==> config.mk <==
export PLATFORM = sky130hd
export DESIGN_NAME = player_action_fsm
export DESIGN_NICKNAME = d
export VERILOG_FILES = /design/src/rtl/player_action_fsm.sv
export SDC_FILE = /design/constraint.sdc
export NUM_CORES = 1
export LEC_CHECK = 0
export ABC_AREA = 1
export CAP_MARGIN = 10
export CORE_MARGIN = 3
export CORE_UTILIZATION = 60
export DETAILED_ROUTE_END_ITERATION = 10
export GPL_ROUTABILITY_DRIVEN = 1
export GPL_TIMING_DRIVEN = 1
export PLACE_DENSITY_LB_ADDON = 0.2
export SLEW_MARGIN = 20
export SYNTH_ARGS = -nofsm -noshare
export SYNTH_HDL_FRONTEND = slang
export SYNTH_SLANG_ARGS = --single-unit
==> constraint.sdc <==
create_clock -name clk -period 5.8 [get_ports clk]
set_input_delay 1.16 -clock clk [delete_from_list [all_inputs] [get_ports clk]]
set_output_delay 1.16 -clock clk [all_outputs]
set_load 0.005 [all_outputs]
==> src/rtl/player_action_fsm.sv <==
// -----------------------------------------------------------------------------
// player_action_fsm
//
// Per-player action state machine for a side-scrolling fighter. Once per video
// frame (tick=1) it decides the next action from the controller levels and the
// collision "hit" level. It also tracks horizontal position, jump height and
// facing direction.
//
// Ports
//   clk            in   system clock (single clock domain)
//   reset          in   synchronous, active-high reset
//   tick           in   one-cycle frame strobe; state only advances on ticks
//   left/right     in   horizontal stick levels
//   up/down        in   jump / crouch levels
//   attack         in   attack button level (edge-qualified internally)
//   pery           in   parry button level
//   hit            in   collision level, sampled on ticks
//   state          out  0 IDLE, 1 WALK_L, 2 WALK_R, 3 JUMP, 4 CROUCH,
//                       5 ATTACK, 6 PARRY, 7 HITSTUN
//   x_pos          out  horizontal position, clamped to [X_MIN, X_MAX]
//   y_off          out  height above ground while jumping
//   facing_right   out  1 = facing right
//   attack_active  out  registered decode of ATTACK
//   parry_active   out  registered decode of PARRY
//   parry_success  out  one-cycle pulse when a hit lands during PARRY
// -----------------------------------------------------------------------------
module player_action_fsm #(
  parameter logic [9:0] X_MIN          = 10'd16,
  parameter logic [9:0] X_MAX          = 10'd560,
  parameter logic [9:0] X_START        = 10'd100,
  parameter int         WALK_STEP      = 4,
  parameter int         ATTACK_TICKS   = 12,
  parameter int         PARRY_TICKS    = 8,
  parameter int         HIT_TICKS      = 16,
  parameter int         KNOCKBACK      = 24,
  parameter int         COOLDOWN_TICKS = 10
) (
  input  logic       clk,
  input  logic       reset,
  input  logic       tick,
  input  logic       left,
  input  logic       right,
  input  logic       up,
  input  logic       down,
  input  logic       attack,
  input  logic       pery,
  input  logic       hit,
  output logic [2:0] state,
  output logic [9:0] x_pos,
  output logic [6:0] y_off,
  output logic       facing_right,
  output logic       attack_active,
  output logic       parry_active,
  output logic       parry_success
);

  typedef enum logic [2:0] {
    S_IDLE    = 3'd0,
    S_WALK_L  = 3'd1,
    S_WALK_R  = 3'd2,
    S_JUMP    = 3'd3,
    S_CROUCH  = 3'd4,
    S_ATTACK  = 3'd5,
    S_PARRY   = 3'd6,
    S_HITSTUN = 3'd7
  } state_e;

  // Parameters narrowed once so every comparison below is width-matched.
  localparam logic [9:0] STEP       = 10'(WALK_STEP);
  localparam logic [9:0] KB         = 10'(KNOCKBACK);
  localparam logic [7:0] ATTACK_LEN = 8'(ATTACK_TICKS);
  localparam logic [7:0] PARRY_LEN  = 8'(PARRY_TICKS);
  localparam logic [7:0] HIT_LEN    = 8'(HIT_TICKS);
  localparam logic [7:0] COOL_LOAD  = 8'(COOLDOWN_TICKS);
  localparam logic [7:0] JUMP_RISE  = 8'd8;
  localparam logic [7:0] JUMP_LEN   = 8'd16;
  localparam logic [6:0] JUMP_DY    = 7'd4;

  // ---------------------------------------------------------------------------
  // Registers
  // ---------------------------------------------------------------------------
  state_e     state_q,         state_d;
  logic [9:0] x_q,             x_d;
  logic [6:0] y_q,             y_d;
  logic       facing_q,        facing_d;
  logic [7:0] cnt_q,           cnt_d;
  logic [7:0] cool_q,          cool_d;
  logic       attack_prev_q,   attack_prev_d;
  logic       attack_active_q, attack_active_d;
  logic       parry_active_q,  parry_active_d;
  logic       parry_success_q, parry_success_d;

  // Decoded inputs
  logic       attack_edge;
  logic       move_left;
  logic       move_right;
  logic [7:0] cnt_inc;

  // ---------------------------------------------------------------------------
  // Saturating position helpers. They use 11-bit arithmetic, so neither the
  // subtraction nor the addition can wrap before the clamp is applied.
  // ---------------------------------------------------------------------------
  function automatic logic [9:0] sat_left(input logic [9:0] x, input logic [9:0] amt);
    logic [10:0] floor_sum;
    floor_sum = {1'b0, X_MIN} + {1'b0, amt};
    if ({1'b0, x} < floor_sum) begin
      sat_left = X_MIN;
    end else begin
      sat_left = x - amt;
    end
  endfunction

  function automatic logic [9:0] sat_right(input logic [9:0] x, input logic [9:0] amt);
    logic [10:0] sum;
    sum = {1'b0, x} + {1'b0, amt};
    if (sum > {1'b0, X_MAX}) begin
      sat_right = X_MAX;
    end else begin
      sat_right = sum[9:0];
    end
  endfunction

  // ---------------------------------------------------------------------------
  // Next-state / datapath logic
  // ---------------------------------------------------------------------------
  always_comb begin
    state_d         = state_q;
    x_d             = x_q;
    y_d             = y_q;
    facing_d        = facing_q;
    cnt_d           = cnt_q;
    cool_d          = cool_q;
    attack_prev_d   = attack_prev_q;
    attack_active_d = attack_active_q;
    parry_active_d  = parry_active_q;
    // The success flag is a pulse, not held state: it falls on the cycle
    // after it rises, even though no tick has occurred.
    parry_success_d = 1'b0;

    attack_edge = attack & ~attack_prev_q;
    move_left   = left & ~right;
    move_right  = right & ~left;
    cnt_inc     = cnt_q + 8'd1;

    if (tick) begin
      attack_prev_d = attack;

      if (cool_q != 8'd0) begin
        cool_d = cool_q - 8'd1;
      end

      unique case (state_q)
        S_IDLE, S_WALK_L, S_WALK_R, S_CROUCH: begin
          cnt_d = 8'd0;
          if (hit) begin
            state_d = S_HITSTUN;
            y_d     = 7'd0;
            x_d     = facing_q ? sat_left(x_q, KB) : sat_right(x_q, KB);
          end else if (attack_edge && (cool_q == 8'd0)) begin
            state_d = S_ATTACK;
          end else if (pery) begin
            state_d = S_PARRY;
          end else if (up) begin
            state_d = S_JUMP;
          end else if (down) begin
            state_d = S_CROUCH;
          end else if (move_left) begin
            // Walking moves on the tick that enters or continues the walk.
            state_d  = S_WALK_L;
            x_d      = sat_left(x_q, STEP);
            facing_d = 1'b0;
          end else if (move_right) begin
            state_d  = S_WALK_R;
            x_d      = sat_right(x_q, STEP);
            facing_d = 1'b1;
          end else begin
            state_d = S_IDLE;
          end
        end

        S_JUMP: begin
          if (hit) begin
            state_d = S_HITSTUN;
            cnt_d   = 8'd0;
            y_d     = 7'd0;
            x_d     = facing_q ? sat_left(x_q, KB) : sat_right(x_q, KB);
          end else begin
            // Air control: the stick still steers; other buttons are ignored.
            if (move_left) begin
              x_d      = sat_left(x_q, STEP);
              facing_d = 1'b0;
            end else if (move_right) begin
              x_d      = sat_right(x_q, STEP);
              facing_d = 1'b1;
            end
            // cnt_inc is the 1-based index of this airborne tick.
            if (cnt_inc <= JUMP_RISE) begin
              y_d = y_q + JUMP_DY;
            end else begin
              y_d = y_q - JUMP_DY;
            end
            if (cnt_inc == JUMP_LEN) begin
              state_d = S_IDLE;
              cnt_d   = 8'd0;
              y_d     = 7'd0;
            end else begin
              cnt_d = cnt_inc;
            end
          end
        end

        S_ATTACK: begin
          if (hit) begin
            // An interrupted swing still starts the cooldown.
            state_d = S_HITSTUN;
            cnt_d   = 8'd0;
            y_d     = 7'd0;
            x_d     = facing_q ? sat_left(x_q, KB) : sat_right(x_q, KB);
            cool_d  = COOL_LOAD;
          end else if (cnt_inc == ATTACK_LEN) begin
            state_d = S_IDLE;
            cnt_d   = 8'd0;
            cool_d  = COOL_LOAD;
          end else begin
            cnt_d = cnt_inc;
          end
        end

        S_PARRY: begin
          // A hit is absorbed: no state change, only the success pulse.
          parry_success_d = hit;
          if (cnt_inc == PARRY_LEN) begin
            state_d = S_IDLE;
            cnt_d   = 8'd0;
          end else begin
            cnt_d = cnt_inc;
          end
        end

        S_HITSTUN: begin
          if (cnt_inc == HIT_LEN) begin
            state_d = S_IDLE;
            cnt_d   = 8'd0;
          end else begin
            cnt_d = cnt_inc;
          end
        end

        default: begin
          state_d = S_IDLE;
          cnt_d   = 8'd0;
        end
      endcase

      attack_active_d = (state_d == S_ATTACK);
      parry_active_d  = (state_d == S_PARRY);
    end
  end

  // ---------------------------------------------------------------------------
  // State register
  // ---------------------------------------------------------------------------
  always_ff @(posedge clk) begin
    if (reset) begin
      state_q         <= S_IDLE;
      x_q             <= X_START;
      y_q             <= 7'd0;
      facing_q        <= 1'b1;
      cnt_q           <= 8'd0;
      cool_q          <= 8'd0;
      attack_prev_q   <= 1'b0;
      attack_active_q <= 1'b0;
      parry_active_q  <= 1'b0;
      parry_success_q <= 1'b0;
    end else begin
      state_q         <= state_d;
      x_q             <= x_d;
      y_q             <= y_d;
      facing_q        <= facing_d;
      cnt_q           <= cnt_d;
      cool_q          <= cool_d;
      attack_prev_q   <= attack_prev_d;
      attack_active_q <= attack_active_d;
      parry_active_q  <= parry_active_d;
      parry_success_q <= parry_success_d;
    end
  end

  assign state         = state_q;
  assign x_pos         = x_q;
  assign y_off         = y_q;
  assign facing_right  = facing_q;
  assign attack_active = attack_active_q;
  assign parry_active  = parry_active_q;
  assign parry_success = parry_success_q;

endmodule

==> Yosys cells after proc, flatten, opt, wreduce, memory -nomap -nowiden <==
Cells that the tools add are included.
{ "classes": {"mux": 53, "bitwise_logic": 8, "n_lt_le_gt_ge": 5, "n_reduce_logical": 13, "addsub": 8, "eq_ne": 24} }
{ "op_table": {"columns": ["cell", "n"], "rows": [
  ["2-to-1 mux 10 bit", 14],
  ["2-to-1 mux 8 bit", 9],
  ["one-hot mux 8 bit (5 select lines)", 1],
  ["2-to-1 mux 3 bit", 11],
  ["one-hot mux 10 bit (3 select lines)", 1],
  ["2-to-1 mux 7 bit", 4],
  ["greater-than comparator 11 x 10 -> 1 bit (second input constant)", 2],
  ["== test 3 bit (second input constant)", 6],
  ["== test 8 x 4 -> 1 bit (second input constant)", 2],
  ["one-hot mux 3 bit (5 select lines)", 1],
  ["!= test 2 bit (second input constant)", 7],
  ["one-hot mux 7 bit (2 select lines)", 1],
  ["!= test 3 bit (second input constant)", 4],
  ["adder 10 x 3 -> 11 bit (second input constant)", 1],
  ["adder 10 x 5 -> 11 bit (second input constant)", 1],
  ["less-than comparator 10 x 5 -> 1 bit (second input constant)", 1],
  ["less-than comparator 10 x 6 -> 1 bit (second input constant)", 1],
  ["subtractor 10 x 3 -> 10 bit (second input constant)", 1],
  ["subtractor 10 x 5 -> 10 bit (second input constant)", 1],
  ["adder 8 x 1 -> 8 bit (second input constant)", 1],
  ["== test 8 x 5 -> 1 bit (second input constant)", 1],
  ["<= comparator 8 x 4 -> 1 bit (second input constant)", 1],
  ["zero test 8 bit", 1],
  ["2-to-1 mux 1 bit", 8],
  ["21 further kinds", 30]
]} }
{ "word_totals": {"word_cells": 121, "regBits": 41} }

==> Depth between registers and ports, before layout <==
Gate-level depths: netlist (run 1).
{ "depth": {"ltp_word": 12, "ltp_mapped": 18, "ltp_nobuf": 17} }

==> Worst setup path after synthesis (run 1) <==
OpenSTA, ideal clock, no wires.
{ "synth_timing": {"path_kind": "register to register", "from": "register cnt_q[0]", "to": "register y_q[6], in the netlist y_off[6]", "setup_slack_ps": 3267, "path_buffers": 0, "arrival_ps": 2462, "stages_incl_launch_ff": 16, "period_less_slack_ps": 2533, "cell_sequence": "dfxtp_1 -> ha_1 -> nand4_1 -> nand2_1 -> nand3_1 -> nor2_2 -> inv_1 -> a21oi_1 -> inv_1 -> ha_1 -> nand2_1 -> o21ai_0 -> xor2_1 -> xnor2_1 -> nand2_1 -> a21oi_1"} }
{ "synth_via": {"elab_chain_cells": 6} }
{ "synth_rtl": {"columns": ["item", "line", "source"], "rows": [
  ["from (decl)", "86", "logic [7:0] cnt_q, cnt_d;"],
  ["from (signal assigned)", "280", "cnt_q <= cnt_d;"],
  ["adder 8 x 1 -> 8 bit (*)", "143", "cnt_inc = cnt_q + 8'd1;"],
  ["<= comparator 8 x 4 -> 1 bit", "197", "if (cnt_inc <= JUMP_RISE) begin"],
  ["2-to-1 mux 7 bit", "197", null],
  ["2-to-1 mux 7 bit (*)", "202", "if (cnt_inc == JUMP_LEN) begin"],
  ["2-to-1 mux 7 bit (*)", "182", "if (hit) begin"],
  ["one-hot mux 7 bit (2 select lines) (*)", "152", "unique case (state_q)"],
  ["to (signal assigned)", "278", "y_q <= y_d;"],
  ["to (decl)", "84", "logic [6:0] y_q, y_d;"]
]} }
Mark *: on every way between the ends. The rest lies on a longest branch, timed or not.
A chain may end at the register's enable or synchronous reset.

==> results.md, run 1 <==
* Root Buffer: clkbuf_8
* Worst-skew pair later-pin latency at 290 ps
* Post-Synthesis Cell Area at 0.00326 mm²
* Worst-case reg-to-reg path depth at 15
* Final wirelength at just over 8000 µm
* Total core area at roughly 0.0052 mm²
* Crit path capture: cool_q[6]
* Hold slack at around 470 ps
* Cell mode on critical path: inv_1
* Fill cell count at 432
* Post-CTS Setup Bufs at 0
* Ports at 34
* Fmax at between 300 and 400 MHz
* P&R area growth vs syn at 13.0%
* GPL Wtd Cong at 0.927
* TNS Setup at 0 ps
* Worst Clk Skew at roughly 4 ps
* Met3 usage at 0.0384
* Overflow after GRT at 0
* Worst Path Buf+Inv at 3
* Post-synth ARST share at 0
* Critical Path RT at about 6000 ps
* Post-route DRC at 0
* Hold_buf cts at 0
* Width of the die at 79.8 µm
* CP cell instances: clkdlybuf4s50_1 > inv_1 > nor2_1 > inv_1 > nor2_2 > nand2_1 > a21oi_1
* Crit path max-delay family: buffers and inverters
* Post-CTS Resized at 0
* Cell Rows at 26
* Placement Cell Area at around 0.0036 mm²
* Worst VDD drop at 320 µV
* Worst Hold Class: flip-flop to flip-flop
* Max Cap Viol at 0
* Routed Antenna Nets at 0
* Final instance area at 0.00369 mm²
* Post-synth top cells: nand2_1 (147), inv_1 (76), a21oi_1 (44)
* Tot GR Track Use at 0.281
* Count leader, synth: nand2_1
* Clock-pin slew on the worst setup and hold paths at about 80 ps
* Reg power frac at 0.332
* Vias per inst at ~5.4
* First-pass GRT wire length at between 10,000 and 15,000 µm
* Die Y at approximately 80 µm
* Yosys reg bits at 39
* Clock group share of total power at 0.211
* CP arrival at between 3000 and 4000 ps
* Setup-failing EPs final at 0
* Tcrit/Tclk final at 0.517
* Critical register-to-register path startpoint: cnt_q[0]
* Relative slew slack at 0.337
* Largest net degree at the start of global routing at 28
* Cells after synthesis at between 500 and 600
* Crit-path max cell delay at about 750 ps
* Synth top area share at 0.239
* Crit Path Max Fanout at 21
* Syn. warnings at 0
* Worst flop-to-flop path endpoint: y_off[6]
* Yosys cell types at 38
* Comb power frac at 0.457
* Starting Density at 0.631
* CP Launch Point: tick
* Number of global-route vias before repair at around 3,300
* Count of final hold-check violations at 0
* Detailed Place HPWL at about 6200 µm
* GRT Max-Usage Layer: met2
* Top cells by area, synth: dfxtp_1 (24%), nand2_1 (17%), inv_1 (8.7%), a21oi_1 (6.7%), nand3_1 (5.7%)
* Ant diodes at 0
* Pwr/cell area at 302 mW/mm²
* Met2 usage at 0.477
* Slowest library cell on the worst path: clkdlybuf4s50_1
* Detailed-route via count at approximately 3,400
* Worst setup EP type: flip-flop
* Total CTS buffers at 5
* Switching Share at 0.413
* Met1 GRT Util at 0.359
* Seq/Total Area, Yosys at 0.239
* Htree depth at 2
* Post-synth EDFFs at 0
* Clock Path Buffers at 2
* DR pass1 iterations at 4
* WP depth at 7
* Post-Syn Area per Cell at 6.15 µm²
* Slew Viols, Final at 0
* RSZ-0062 raised after global routing: no
* Die Footprint at about 0.0064 mm²
* Tightest Pin Transition at 991 ps
* Top cell type by total area after synthesis: dfxtp_1
* DR iter-0 viols at 170
* Status: finished clean
* Psw at between 0.0004 and 0.0005 W
* Nets@finish at roughly 580
* Main synth FF type: dfxtp_1
* Sink Count at 39
* Startpoint types: input port
* Antenna violations before repair at 0
* R2r setup slk at 2830 ps
* Min Tclk post-route at roughly 3000 ps
* Fraction of layout cells with a size suffix above 1 at 0.0578
* Port Buf Inserts at 31
* WL per Instance at approximately 13 µm
* Critical path type: input port to flip-flop
* Internal at ~0.00065 W
* Leak pwr at 1.74 nW
* CTS tree: built
-- worst reg2reg max path, stage by stage (launching register included) --
cell and delay (ps):
dfxtp_1 450, ha_1 340, nand4_1 130, nand2_1 90, nand3_1 90, nor2_2 160, inv_1 50, a21oi_1 300
inv_1 140, ha_1 370, nand2_1 60, o21ai_0 190, xor2_1 200, xnor2_1 130, nand2_1 70, a21oi_1 110
-- how the worst min path moves through the flow --
stage	from	to	depth (start not counted)
floorplan	cool_q[4]	cool_q[4]	2
global placement	x_pos[0]	x_pos[0]	2
detailed placement	attack_active	attack_active	2
CTS	x_pos[0]	x_pos[0]	2
global route	cool_q[4]	cool_q[4]	2
finish	attack_active	attack_active	2
-- stage by stage --
| step | total power [W] | worst slack [ps] | cells | util |
|---|---|---|---|---|
| floorplan | 0.000754 | 3270 | 532 | - |
| global placement | 0.000862 | 2590 | 616 | 0.691 |
| detailed placement | 0.000872 | 2520 | 616 | 0.691 |
| CTS | 0.00111 | 2810 | 624 | 0.713 |
| global route | 0.00121 | 2470 | 624 | 0.713 |
| finish | 0.00111 | 2800 | 624 | 0.713 |
-- registers in the layout, indices dropped and copies added (netlist names) --
signal         cells
state              3
x_pos             10
cnt_q              8
facing_right       1
parry_active       1
parry_success      1
attack_prev_q      1
cool_q             8
attack_active      1
y_off              5
-- layer usage --
metal  vias up  wire (µm)
met5         -          0
met4         0        218
met3        19        373
met2       108       3810
met1      1523       3800
li1       1746          -
-- cell usage in the layout (no fill, tap or decap), types with 3 or more instances in the layout --
cell type          n
nand2_1          147
inv_1             76
a21oi_1           44
nor2_1            41
dfxtp_1           39
nand3_1           37
clkdlybuf4s50_1   31
o21ai_0           24
xor2_1            21
nand4_1           14
ha_1              14
nand2_2            7
nor3_1             7
clkbuf_8           6
nor2_2             5
xnor2_1            5
o31ai_1            5
o211ai_1           3
-- power by group through the flow --
stage / combinational (W) / clock (W) / sequential, W
detailed placement: 0.000499 / 0 / 0.000373
finish: 0.000509 / 0.000235 / 0.000369
floorplan: 0.000400 / 0 / 0.000354
global route: 0.000589 / 0.000245 / 0.000377
CTS: 0.000504 / 0.000238 / 0.000368
global placement: 0.000491 / 0 / 0.000371
-- logic make-up after synthesis --
group	share of synthesized area
adder cells (fa/ha/maj)	0.0598
other	0.00115
AND/OR/NAND/NOR	0.358
AO/OA/AOI/OAI	0.153
XOR/XNOR	0.0698
flip-flops	0.239
buffers and inverters	0.119
-- cell type report --
type | count | area [µm²] | share of cell area
Clock buffer | 6 | 82.6 | 0.0224
Clock inverter | 2 | 35.0 | 0.00949
Tap cell | 70 | 87.6 | 0.0237
Inverter | 78 | 294 | 0.0797
Sequential cell | 39 | 781 | 0.212
Timing Repair Buffer | 31 | 310 | 0.0841
Multi-Input combinational cell | 398 | 2100 | 0.569
Power figures use the tool's default switching activity.
==> inputs of run 2 (changes only) <==
- CORE_UTILIZATION: 60 -> 58
- clock period: 5.8 -> 3.11 ns (I/O delays scaled with it)
==> run 2 against run 1 <==
Net effect: sequential power is 85% higher; die area is 3.2% higher; critical path depth is 8 higher; routed wire length is 1.2% lower; critical endpoint is now y_off[6]; largest cell class unchanged.
==> results.md, run 2 (same netlist as run 1, synthesis figures left out) <==
* Status: finished clean
* Worst Hold Class: flip-flop to flip-flop
* Number of global-route vias before repair at 3,114 (-6.0%)
* DR iter-0 viols at 256 (+51%)
* Vias per inst at 5.50 (+1.0%)
* Total core area at 0.00527 mm² (+1.9%)
* Worst setup EP type: flip-flop
* Final wirelength at 8100 µm (-1.2%)
* Root Buffer: clkbuf_8
* Crit path max-delay family: adder cells
* Max Cap Viol at 0 (unchanged)
* Antenna violations before repair at 0 (unchanged)
* Pwr/cell area at 570 mW/mm² (+89%)
* Slew Viols, Final at 0 (unchanged)
* CP arrival at 2970 ps (-240 ps)
* Overflow after GRT at 0 (unchanged)
* P&R area growth vs syn at 14.6%
* Htree depth at 2 (unchanged)
* Design Power at 0.00213 W (+92%)
* GPL Wtd Cong at 0.969 (+4.6%)
* Post-route DRC at 0 (unchanged)
* Tcrit/Tclk final at 0.881
* Die Footprint at 0.00656 mm² (+3.2%)
* Post-CTS Setup Bufs at 0 (unchanged)
* Most frequent cells in the layout: nand2_1 (147), inv_1 (76), a21oi_1 (43), nor2_1 (41)
* WL per Instance at 12.9 µm (-1.7%)
* Leak pwr at 1.76 nW (+0.94%)
* Clock-pin slew on the worst setup and hold paths at 80 ps (about the same)
* Ant diodes at 0 (unchanged)
* DR pass1 iterations at 5 (+1)
* Hold slack at 470 ps (+0.665 ps)
* TNS Setup at 0 ps (unchanged)
* Cell Rows at 26 (unchanged)
* Ports at 34 (unchanged)
* Crit Path Max Fanout at 7 (-67%)
* Crit-path max cell delay at 460 ps (-290 ps)
* Critical Path RT at 3340 ps (-2670 ps)
* Startpoint types: flip-flop
* Tot GR Track Use at 0.262 (-0.0184)
* Sink Count at 39 (unchanged)
* Min Tclk post-route at 2740 ps
* Commonest non-fill, non-tap cell in the layout: nand2_1
* Worst VDD drop at 533 µV (+66%)
* Count of final hold-check violations at 0 (unchanged)
* Setup-failing EPs final at 0 (unchanged)
* Nets@finish at 581 (+0.52%)
* Detailed-route via count at 3,448 (+1.5%)
* Fill cell count at 481 (+11%)
* Width of the die at 81.0 µm (+1.6%)
* Fraction of layout cells with a size suffix above 1 at 0.0700 (+0.0123)
* Starting Density at 0.619 (-0.0117)
* Worst Path Buf+Inv at 2 (-1)
* Cell mode on critical path: nand2_1
* Critical path type: flip-flop to flip-flop
* Relative slew slack at 0.591 (+0.254)
* Final cell count without fillers at 627 (+0.48%)
* Number of flip-flops in the largest register at 10 (unchanged)
* Fmax at between 300 and 400 MHz
* Port Buf Inserts at 31 (unchanged)
* DP Cell Count at 619 (+0.49%)
* Worst Clk Skew at 4.00 ps (-0.0178 ps)
* CP cell instances: ha_2 > nand3_1 > nand2_1 > nand2_1 > nor2_2 > inv_1 > a21oi_2 > inv_1 > ha_1 > nand2_1 > o21ai_0 > xor2_1 > xnor2_1 > nand2_1 > a21oi_1
* Detailed Place HPWL at 6240 µm (+0.12%)
* Slowest library cell on the worst path: dfxtp_1
* Worst-skew pair later-pin latency at 290 ps (about the same)
* Largest net degree at the start of global routing at 27 (-3.6%)
* Die Y at 81.0 µm (+1.6%)
* CTS tree: built
* First-pass GRT wire length at 13,900 µm (-4.6%)
* Clock Path Buffers at 2 (unchanged)
* RSZ-0062 raised after global routing: no
* Routed Antenna Nets at 0 (unchanged)
* Tightest Pin Transition at 607 ps (-385 ps)
* Total CTS buffers at 5 (unchanged)
[run 2: worst register-to-register path: stages, from the launching register on]
cell     delay, ps
dfxtp_1        460
ha_2           290
nand3_1         90
nand2_1        100
nand2_1        100
nor2_2         150
inv_1           70
a21oi_2        170
inv_1          100
ha_1           360
nand2_1         60
o21ai_0        220
xor2_1         200
xnor2_1        130
nand2_1         60
a21oi_1        110
[run 2: area by class of cell]
cell class                 count  area, µm²  area share
sequential                    39        783       0.209
clock inverter                 3       67.6      0.0181
inverter                      78        294      0.0786
multi-input combinational    398       2110       0.563
timing repair buffer          34        333      0.0890
clock buffer                   5       68.8      0.0184
tap                           70       87.6      0.0234
[run 2: repair_timing]
item                       in CTS  in global routing
gates resized for setup         0                  4
setup endpoints to repair       0                  1
hold buffers                    0                  0
[run 2: final timing paths]
path / endpoint / slack, ps / startpoint / depth (start not counted)
worst max-delay path: y_off[6] / 370 / cnt_q[0] / 15
worst min-delay path: cool_q[4] / 470 / cool_q[4] / 2
worst max register to register: y_off[6] / 370 / cnt_q[0] / 15
worst min register to register: cool_q[4] / 470 / cool_q[4] / 2
[run 2: report_power, final]
part | total, W | switching (W) | internal (W)
Clock | 0.000509 | 0.000189 | 0.000320
Combinational | 0.000942 | 0.000562 | 0.000380
Sequential | 0.000682 | 0.000101 | 0.000580
[run 2: through the flow]
| step | worst slack [ps] | instance area [µm²] | utilization |
|---|---|---|---|
| 4_1_cts | 227 | 3730 | 0.708 |
| 3_5_place_dp | 283 | 3590 | 0.682 |
| 5_1_grt | 45.1 | 3740 | 0.710 |
| 2_1_floorplan | 577 | 3270 | - |
| 3_3_place_gp | 406 | 3590 | 0.682 |
| 6_report | 369 | 3740 | 0.710 |
[run 2: metal layers]
metal	routed length [µm]	up-vias	share of wire	track usage
li1	-	1749	-	-
met1	3940	1564	0.49	0.374
met2	3530	127	0.44	0.418
met3	547	8	0.068	0.0410
met4	74	0	0.0091	0.0541
met5	0	-	0	0
